[src/rtl/ddr4_cmd_pkg.sv]
// Shared types and constants for the DDR4 command/address bus decoder.
package ddr4_cmd_pkg;

  typedef enum logic [3:0] {
    CMD_NOP  = 4'd0,
    CMD_ACT  = 4'd1,
    CMD_RD   = 4'd2,
    CMD_RDA  = 4'd3,
    CMD_WR   = 4'd4,
    CMD_WRA  = 4'd5,
    CMD_PRE  = 4'd6,
    CMD_PREA = 4'd7,
    CMD_REF  = 4'd8,
    CMD_MRS  = 4'd9,
    CMD_ZQC  = 4'd10
  } cmd_t;

  typedef enum logic [2:0] {
    OP_NONE = 3'd0,
    OP_ACT  = 3'd1,
    OP_RW   = 3'd2,
    OP_RDA  = 3'd3,
    OP_WRA  = 3'd4,
    OP_PRE  = 3'd5
  } bank_op_t;

  // {RAS_n, CAS_n, WE_n} as carried on A16..A14
  localparam logic [2:0] RCW_RD  = 3'b101;
  localparam logic [2:0] RCW_WR  = 3'b100;
  localparam logic [2:0] RCW_PRE = 3'b010;
  localparam logic [2:0] RCW_REF = 3'b001;
  localparam logic [2:0] RCW_MRS = 3'b000;
  localparam logic [2:0] RCW_ZQC = 3'b110;
  localparam logic [2:0] RCW_NOP = 3'b111;

  function automatic int unsigned bank_index(input int unsigned bg_v,
                                             input int unsigned ba_v,
                                             input int unsigned ba_width);
    return (bg_v << ba_width) | ba_v;
  endfunction

endpackage

[src/rtl/ddr4_bank_tracker.sv]
// One DDR4 bank: open flag, open row and tRCD/tRAS/tRP countdowns, with
// state/timing error contributions for the command currently addressed to it.
module ddr4_bank_tracker
  import ddr4_cmd_pkg::*;
#(
  parameter int unsigned ADDRWIDTH = 17,
  parameter int unsigned TWIDTH    = 8,
  parameter int unsigned T_RCD     = 17,
  parameter int unsigned T_RP      = 17,
  parameter int unsigned T_RAS     = 32,
  parameter int unsigned T_WR      = 14,
  parameter int unsigned T_RTP     = 7
) (
  input  logic                 ck_tp,
  input  logic                 reset,
  input  bank_op_t             op,
  input  logic                 hit,
  input  logic [ADDRWIDTH-1:0] row_in,
  output logic                 is_open,
  output logic [ADDRWIDTH-1:0] row,
  output logic                 err_state,
  output logic                 err_timing
);

  localparam logic [TWIDTH-1:0] RCD_LD = TWIDTH'(T_RCD - 1);
  localparam logic [TWIDTH-1:0] RAS_LD = TWIDTH'(T_RAS - 1);
  localparam logic [TWIDTH-1:0] RP_LD  = TWIDTH'(T_RP - 1);
  localparam logic [TWIDTH-1:0] RDA_LD = TWIDTH'(T_RTP + T_RP - 1);
  localparam logic [TWIDTH-1:0] WRA_LD = TWIDTH'(T_WR + T_RP - 1);

  logic [TWIDTH-1:0] trcd_cnt, tras_cnt, trp_cnt;

  always_comb begin
    err_state  = 1'b0;
    err_timing = 1'b0;
    if (hit) begin
      case (op)
        OP_ACT: begin
          if (is_open)              err_state  = 1'b1;
          else if (trp_cnt != '0)   err_timing = 1'b1;
        end
        OP_RW, OP_RDA, OP_WRA: begin
          if (!is_open)             err_state  = 1'b1;
          else if (trcd_cnt != '0)  err_timing = 1'b1;
        end
        OP_PRE: begin
          if (is_open && tras_cnt != '0) err_timing = 1'b1;
        end
        default: ;
      endcase
    end
  end

  // A reload on the same edge wins over the free-running decrement.
  always_ff @(posedge ck_tp or posedge reset) begin
    if (reset) begin
      is_open  <= 1'b0;
      row      <= '0;
      trcd_cnt <= '0;
      tras_cnt <= '0;
      trp_cnt  <= '0;
    end else begin
      if (trcd_cnt != '0) trcd_cnt <= trcd_cnt - TWIDTH'(1);
      if (tras_cnt != '0) tras_cnt <= tras_cnt - TWIDTH'(1);
      if (trp_cnt  != '0) trp_cnt  <= trp_cnt  - TWIDTH'(1);
      if (hit) begin
        case (op)
          OP_ACT: if (!is_open) begin
            is_open  <= 1'b1;
            row      <= row_in;
            trcd_cnt <= RCD_LD;
            tras_cnt <= RAS_LD;
          end
          OP_RDA: if (is_open) begin
            is_open <= 1'b0;
            trp_cnt <= RDA_LD;
          end
          OP_WRA: if (is_open) begin
            is_open <= 1'b0;
            trp_cnt <= WRA_LD;
          end
          OP_PRE: if (is_open) begin
            is_open <= 1'b0;
            trp_cnt <= RP_LD;
          end
          default: ;
        endcase
      end
    end
  end

endmodule

[src/rtl/ddr4_cmd_decoder.sv]
// DIMM-side DDR4 C/A bus receiver: decodes bus cycles into typed commands,
// tracks per-bank state and flags protocol, timing and parity errors.
module ddr4_cmd_decoder
  import ddr4_cmd_pkg::*;
#(
  parameter int unsigned BGWIDTH   = 2,
  parameter int unsigned BAWIDTH   = 2,
  parameter int unsigned ADDRWIDTH = 17,
  parameter int unsigned COLWIDTH  = 10,
  parameter int unsigned TWIDTH    = 8,
  parameter int unsigned T_RCD     = 17,
  parameter int unsigned T_RP      = 17,
  parameter int unsigned T_RAS     = 32,
  parameter int unsigned T_RFC     = 34,
  parameter int unsigned T_WR      = 14,
  parameter int unsigned T_RTP     = 7,
  parameter int unsigned PARITY_EN = 0
) (
  input  logic                              ck_tp,
  input  logic                              reset,
  input  logic                              cke,
  input  logic                              cs_n,
  input  logic                              act_n,
  input  logic [ADDRWIDTH-1:0]              A,
  input  logic [BGWIDTH-1:0]                bg,
  input  logic [BAWIDTH-1:0]                ba,
  input  logic                              parity,
  output logic                              cmd_valid,
  output cmd_t                              cmd,
  output logic [BGWIDTH-1:0]                cmd_bg,
  output logic [BAWIDTH-1:0]                cmd_ba,
  output logic [ADDRWIDTH-1:0]              cmd_row,
  output logic [COLWIDTH-1:0]               cmd_col,
  output logic [2**(BGWIDTH+BAWIDTH)-1:0]   bank_open,
  output logic                              err_state,
  output logic                              err_timing,
  output logic                              err_parity,
  output logic                              err_sticky
);

  localparam int unsigned IDXW  = BGWIDTH + BAWIDTH;
  localparam int unsigned NBANK = 1 << IDXW;
  localparam int unsigned TMAX  = 1 << TWIDTH;
  localparam logic [TWIDTH-1:0] RFC_LD = TWIDTH'(T_RFC - 1);

  if (T_RCD < 1 || T_RP < 1 || T_RAS < 1 || T_RFC < 1 || T_WR < 1 || T_RTP < 1 ||
      T_RCD > TMAX || T_RAS > TMAX || T_RFC > TMAX ||
      T_WR + T_RP > TMAX || T_RTP + T_RP > TMAX) begin : g_bad_timing
    $fatal(1, "ddr4_cmd_decoder: timing parameters do not fit TWIDTH counters");
  end

  cmd_t                 dec;
  bank_op_t             op;
  logic                 par_bad, cmd_ok, any_open, es_c, et_c;
  logic [IDXW-1:0]      sel;
  logic [ADDRWIDTH-1:0] row_c;
  logic [TWIDTH-1:0]    trfc_cnt;
  logic [NBANK-1:0]     hit, tr_es, tr_et;
  logic [ADDRWIDTH-1:0] tr_row [NBANK];

  assign sel      = IDXW'(bank_index(32'(bg), 32'(ba), BAWIDTH));
  assign any_open = |bank_open;
  assign par_bad  = (PARITY_EN != 0) && cke && !cs_n && (^{act_n, A, bg, ba, parity});
  assign cmd_ok   = (dec != CMD_NOP) && !par_bad;

  always_comb begin
    dec = CMD_NOP;
    if (cke && !cs_n) begin
      if (!act_n) dec = CMD_ACT;
      else begin
        case (A[ADDRWIDTH-1 -: 3])
          RCW_RD:  dec = A[10] ? CMD_RDA  : CMD_RD;
          RCW_WR:  dec = A[10] ? CMD_WRA  : CMD_WR;
          RCW_PRE: dec = A[10] ? CMD_PREA : CMD_PRE;
          RCW_REF: dec = CMD_REF;
          RCW_MRS: dec = CMD_MRS;
          RCW_ZQC: dec = CMD_ZQC;
          default: dec = CMD_NOP;
        endcase
      end
    end
  end

  always_comb begin
    op = OP_NONE;
    if (cmd_ok) begin
      case (dec)
        CMD_ACT:           op = OP_ACT;
        CMD_RD, CMD_WR:    op = OP_RW;
        CMD_RDA:           op = OP_RDA;
        CMD_WRA:           op = OP_WRA;
        CMD_PRE, CMD_PREA: op = OP_PRE;
        default:           op = OP_NONE;
      endcase
    end
  end

  for (genvar i = 0; i < NBANK; i++) begin : g_bank
    assign hit[i] = (dec == CMD_PREA) || (sel == IDXW'(i));
    ddr4_bank_tracker #(
      .ADDRWIDTH(ADDRWIDTH), .TWIDTH(TWIDTH), .T_RCD(T_RCD), .T_RP(T_RP),
      .T_RAS(T_RAS), .T_WR(T_WR), .T_RTP(T_RTP)
    ) u_bank (
      .ck_tp     (ck_tp),
      .reset     (reset),
      .op        (op),
      .hit       (hit[i]),
      .row_in    (A),
      .is_open   (bank_open[i]),
      .row       (tr_row[i]),
      .err_state (tr_es[i]),
      .err_timing(tr_et[i])
    );
  end

  // Column/precharge commands report the row they act on, taken from the tracker.
  always_comb begin
    row_c = '0;
    case (dec)
      CMD_ACT: row_c = A;
      CMD_RD, CMD_RDA, CMD_WR, CMD_WRA, CMD_PRE:
        row_c = bank_open[sel] ? tr_row[sel] : '0;
      default: row_c = '0;
    endcase
  end

  assign es_c = (|tr_es) | (cmd_ok && dec == CMD_REF && any_open);
  assign et_c = (|tr_et) | (cmd_ok && trfc_cnt != '0);

  always_ff @(posedge ck_tp or posedge reset) begin
    if (reset) begin
      trfc_cnt <= '0;
    end else if (cmd_ok && dec == CMD_REF && !any_open) begin
      trfc_cnt <= RFC_LD;
    end else if (trfc_cnt != '0) begin
      trfc_cnt <= trfc_cnt - TWIDTH'(1);
    end
  end

  always_ff @(posedge ck_tp or posedge reset) begin
    if (reset) begin
      cmd_valid  <= 1'b0;
      cmd        <= CMD_NOP;
      cmd_bg     <= '0;
      cmd_ba     <= '0;
      cmd_row    <= '0;
      cmd_col    <= '0;
      err_state  <= 1'b0;
      err_timing <= 1'b0;
      err_parity <= 1'b0;
      err_sticky <= 1'b0;
    end else begin
      cmd_valid  <= cmd_ok;
      err_state  <= es_c;
      err_timing <= et_c;
      err_parity <= par_bad;
      err_sticky <= err_sticky | es_c | et_c | par_bad;
      if (cmd_ok) begin
        cmd     <= dec;
        cmd_bg  <= bg;
        cmd_ba  <= ba;
        cmd_row <= row_c;
        cmd_col <= A[COLWIDTH-1:0];
      end
    end
  end

endmodule
[config.mk]
export PLATFORM = sky130hd
export DESIGN_NAME = ddr4_cmd_decoder
export DESIGN_NICKNAME = d
export VERILOG_FILES = /design/src/rtl/ddr4_cmd_pkg.sv /design/src/rtl/ddr4_bank_tracker.sv /design/src/rtl/ddr4_cmd_decoder.sv
export SDC_FILE = /design/constraint.sdc
export NUM_CORES = 2
export LEC_CHECK = 0
export ABC_AREA = 1
export CAP_MARGIN = 0
export CORE_MARGIN = 2
export CORE_UTILIZATION = 55
export DETAILED_ROUTE_END_ITERATION = 10
export GPL_TIMING_DRIVEN = 0
export HOLD_SLACK_MARGIN = 0.02
export PLACE_DENSITY_LB_ADDON = 0.15
export SETUP_SLACK_MARGIN = 0.4
export SYNTH_ARGS = -nofsm -noshare
export SYNTH_HDL_FRONTEND = slang
export SYNTH_SLANG_ARGS = --single-unit
[constraint.sdc]
create_clock -name ck_tp -period 37.7 [get_ports ck_tp]
set_input_delay 9.425 -clock ck_tp [delete_from_list [all_inputs] [get_ports ck_tp]]
set_output_delay 9.425 -clock ck_tp [all_outputs]
set_load 0.02 [all_outputs]
==> results.ini <==
[run_status]
status=finished clean

[route]
detail_route.wirelength_um=101000
antenna_violating_nets_post_route=0
number_of_remaining_drc_errors=0
dr.pass1.iters=5
drt_iter0_drcs=3080
drt-wirelength-per-cell_um=18.7
vias=30356
vias_per_cell=5.62

[place]
place_congestion=0.979
port_buffers=79
place_hpwl_um=72600

[die]
floorplan.initialDensity=0.553
die_width_um=261
fp.dieH_um=261
floorplan.core_area_um2=65500
ios=83
row_count=94
die-area_um2=67900

[yosys]
synthDistinctLibCells=53
ranking_of_synthesized_cells_by_instance_count=nand2_1 (921), dfrtp_1 (719), nor2_1 (447), inv_1 (425), o21ai_0 (372)
synth-edff-count=0
synth_top_area_cell=dfrtp_1
post_synth.cell_area_avg_um2=8.41
ys_seq_elements=719
synth_top_cells_by_area=dfrtp_1 (50%), nand2_1 (9.5%), o21ai_0 (5.1%), nor2_1 (4.6%), inv_1 (4.4%)
seq_area_frac_synth=0.497
postSynthNetCount=4431
synth_top_flop_cell=dfrtp_1
synth_top_area_frac=0.497
synth_most_common_cell=nand2_1
post_synthesis_cell_area_um2=36200
postSynth.asyncResetShare=1.00
yosys_warnings=0
postSynthCellCount=4306

[setup_path]
crit_type=input port to flip-flop
worst_path_largest_cell_delay_ps=1060
crit_slowest_cell=a31oi_1
timing.reg2reg.setup_slack_ps=34700
reg2reg_from=g_bank[10].u_bank.is_open
timing.critical_path.cells=clkdlybuf4s50_1 > nand2_1 > nor2_1 > clkbuf_1 > a21oi_1 > a31oi_1 > o31ai_1 > o211ai_1
worstRegToRegCells=7
critical_path.n_buffers_inverters=2
crit_path_end_kind=flip-flop
crit-reg2reg-capture=cmd_row[13]
required_time_worst_endpoint_ps=38260
cp.arrival_ps=13600
timing.critical_path.from_type=input port
worstPathMaxFanout=10
crit_family=compound AO/OA/AOI/OAI gates

[clock_tree]
h-tree-depth=3
post_cts_buffers=0
clock_tree.buffer_depth=3
cts.sinks=719
tritoncts=yes
ctsHoldBuffers=0
cts-resized-gates=0
insertion_delay_ps=650
cts_made_buffers=79
cts.reportedPaths.clkPinSlew_ps=60
clock_tree.root_cell=clkbuf_16

[sta]
final_hold_vio_count=0
worst_pin_slew_ps=1320
clock_skew_ps=32.0
min_period_over_period=0.346
tns_ps=0
layout_min_cycle_time_ps=13030
fmax_mhz=76.7
rsz0062_at_grt=no
worst_rel_slew_slack=0.114
maxSlewViolCount=0
setup_violations=0
hold_slack_ps=471

[finish]
area_delta_synth_final_pct=13.2
n_fill_cell=5626
layout-drive-gt1-share=0.0659
final_net_count=4597

[global_routing]
antenna_violations_before_repair=1
grt_start_max_net_pins=128
grt_pass1_vias=28967
overflow=0
groute.usage.overall=0.301
grt_first_pass_wirelength_um=159000

[hold_path]
worst_hold_startpoint=cmd[3]
hold-path-cell-count=2
min-delay-path-class=flip-flop to flip-flop
worstHoldEndpoint=cmd[3]

[job]
cap_viol_max_count=0

[pwr]
max-vdd-ir-drop_v=0.0000390
p_per_area_nw_per_um2=68.2
cellLeakagePower_nw=19.5

## logic make-up (layout without fill, tap and decap cells)
logic type,Yosys count,in the layout,synth area share
simple gates,1810,1810,0.214
other cells,1,3,0.000104
xor+xnor,205,205,0.0496
mux,1,1,0.000276
compound gates,854,854,0.137
fa+ha+maj,98,98,0.0339
buf+inv,618,848,0.0676
flops,719,719,0.497
## registers in the layout, summed over array words and instances, names as in the netlist
name,count
cmd_ba,2
g_bank.u_bank.trcd_cnt,128
g_bank.u_bank.trp_cnt,128
err_state,1
g_bank.u_bank.is_open,16
trfc_cnt,8
cmd_row,17
cmd_bg,2
err_sticky,1
cmd_valid,1
cmd_col,10
err_timing,1
cmd,4
g_bank.u_bank.row,272
g_bank.u_bank.tras_cnt,128
## area by class of cell
type	count	area, um^2	area share
tap	864	1080	0.0264
clock buffer	111	2290	0.0558
clock inverter	34	429	0.0105
multi-input combinational	2969	15800	0.385
timing repair buffer	85	956	0.0233
buffer	164	744	0.0182
sequential	719	18000	0.439
antenna	2	5.00	0.000122
inverter	454	1710	0.0418
## placed cells by master (no fill, tap or decap), drive strengths merged, types with 117 or more instances in the layout
master  instances
nand2         926
dfrtp         719
nor2          463
inv           456
o21ai         443
clkbuf        226
nand3         168
a21oi         157
xor2          151
a22oi         138
nor3          117
## power by group
part / internal (mW) / total, mW / switching, mW
combinational: 0.347 / 0.806 / 0.459
sequential: 1.01 / 1.18 / 0.174
clock: 0.481 / 0.808 / 0.327
## tightest hold or removal path, stage by stage (launching register included)
cell and delay (ps):
dfrtp_1 340, nand2_1 50, nand2_1 50
## metrics by stage
step / setup slack, ps / instance area [um^2] / power, mW / utilization / cells
after floorplan: 8110 / 36200 / 1.80 / - / 4306
after global placement: -549 / 38100 / 1.96 / 0.581 / 5249
after detailed placement: 24310 / 38300 / 1.99 / 0.584 / 5255
after CTS: 24970 / 41000 / 2.81 / 0.626 / 5400
after global routing: 24770 / 41000 / 3.00 / 0.626 / 5401
final: 24670 / 41000 / 2.79 / 0.626 / 5402
## metal layers
metal,track usage,wire length [um],vias up
met5,0,0,-
met4,0.135,4750,0
met3,0.0529,7610,271
met2,0.462,45200,1076
met1,0.421,43500,14538
li1,-,-,14471
## worst max path at each step
stage / from / endpoint / cells past startpoint
finish: A[16] / cmd_row[13] / 8
global route: A[16] / cmd_row[13] / 8
CTS: A[16] / cmd_row[13] / 8
detailed placement: A[16] / cmd_row[13] / 8
global placement: reset / g_bank[9].u_bank.tras_cnt[3] / 2
floorplan: reset / cmd[0] / 1
Note: power is estimated with default switching activity, not from simulation.
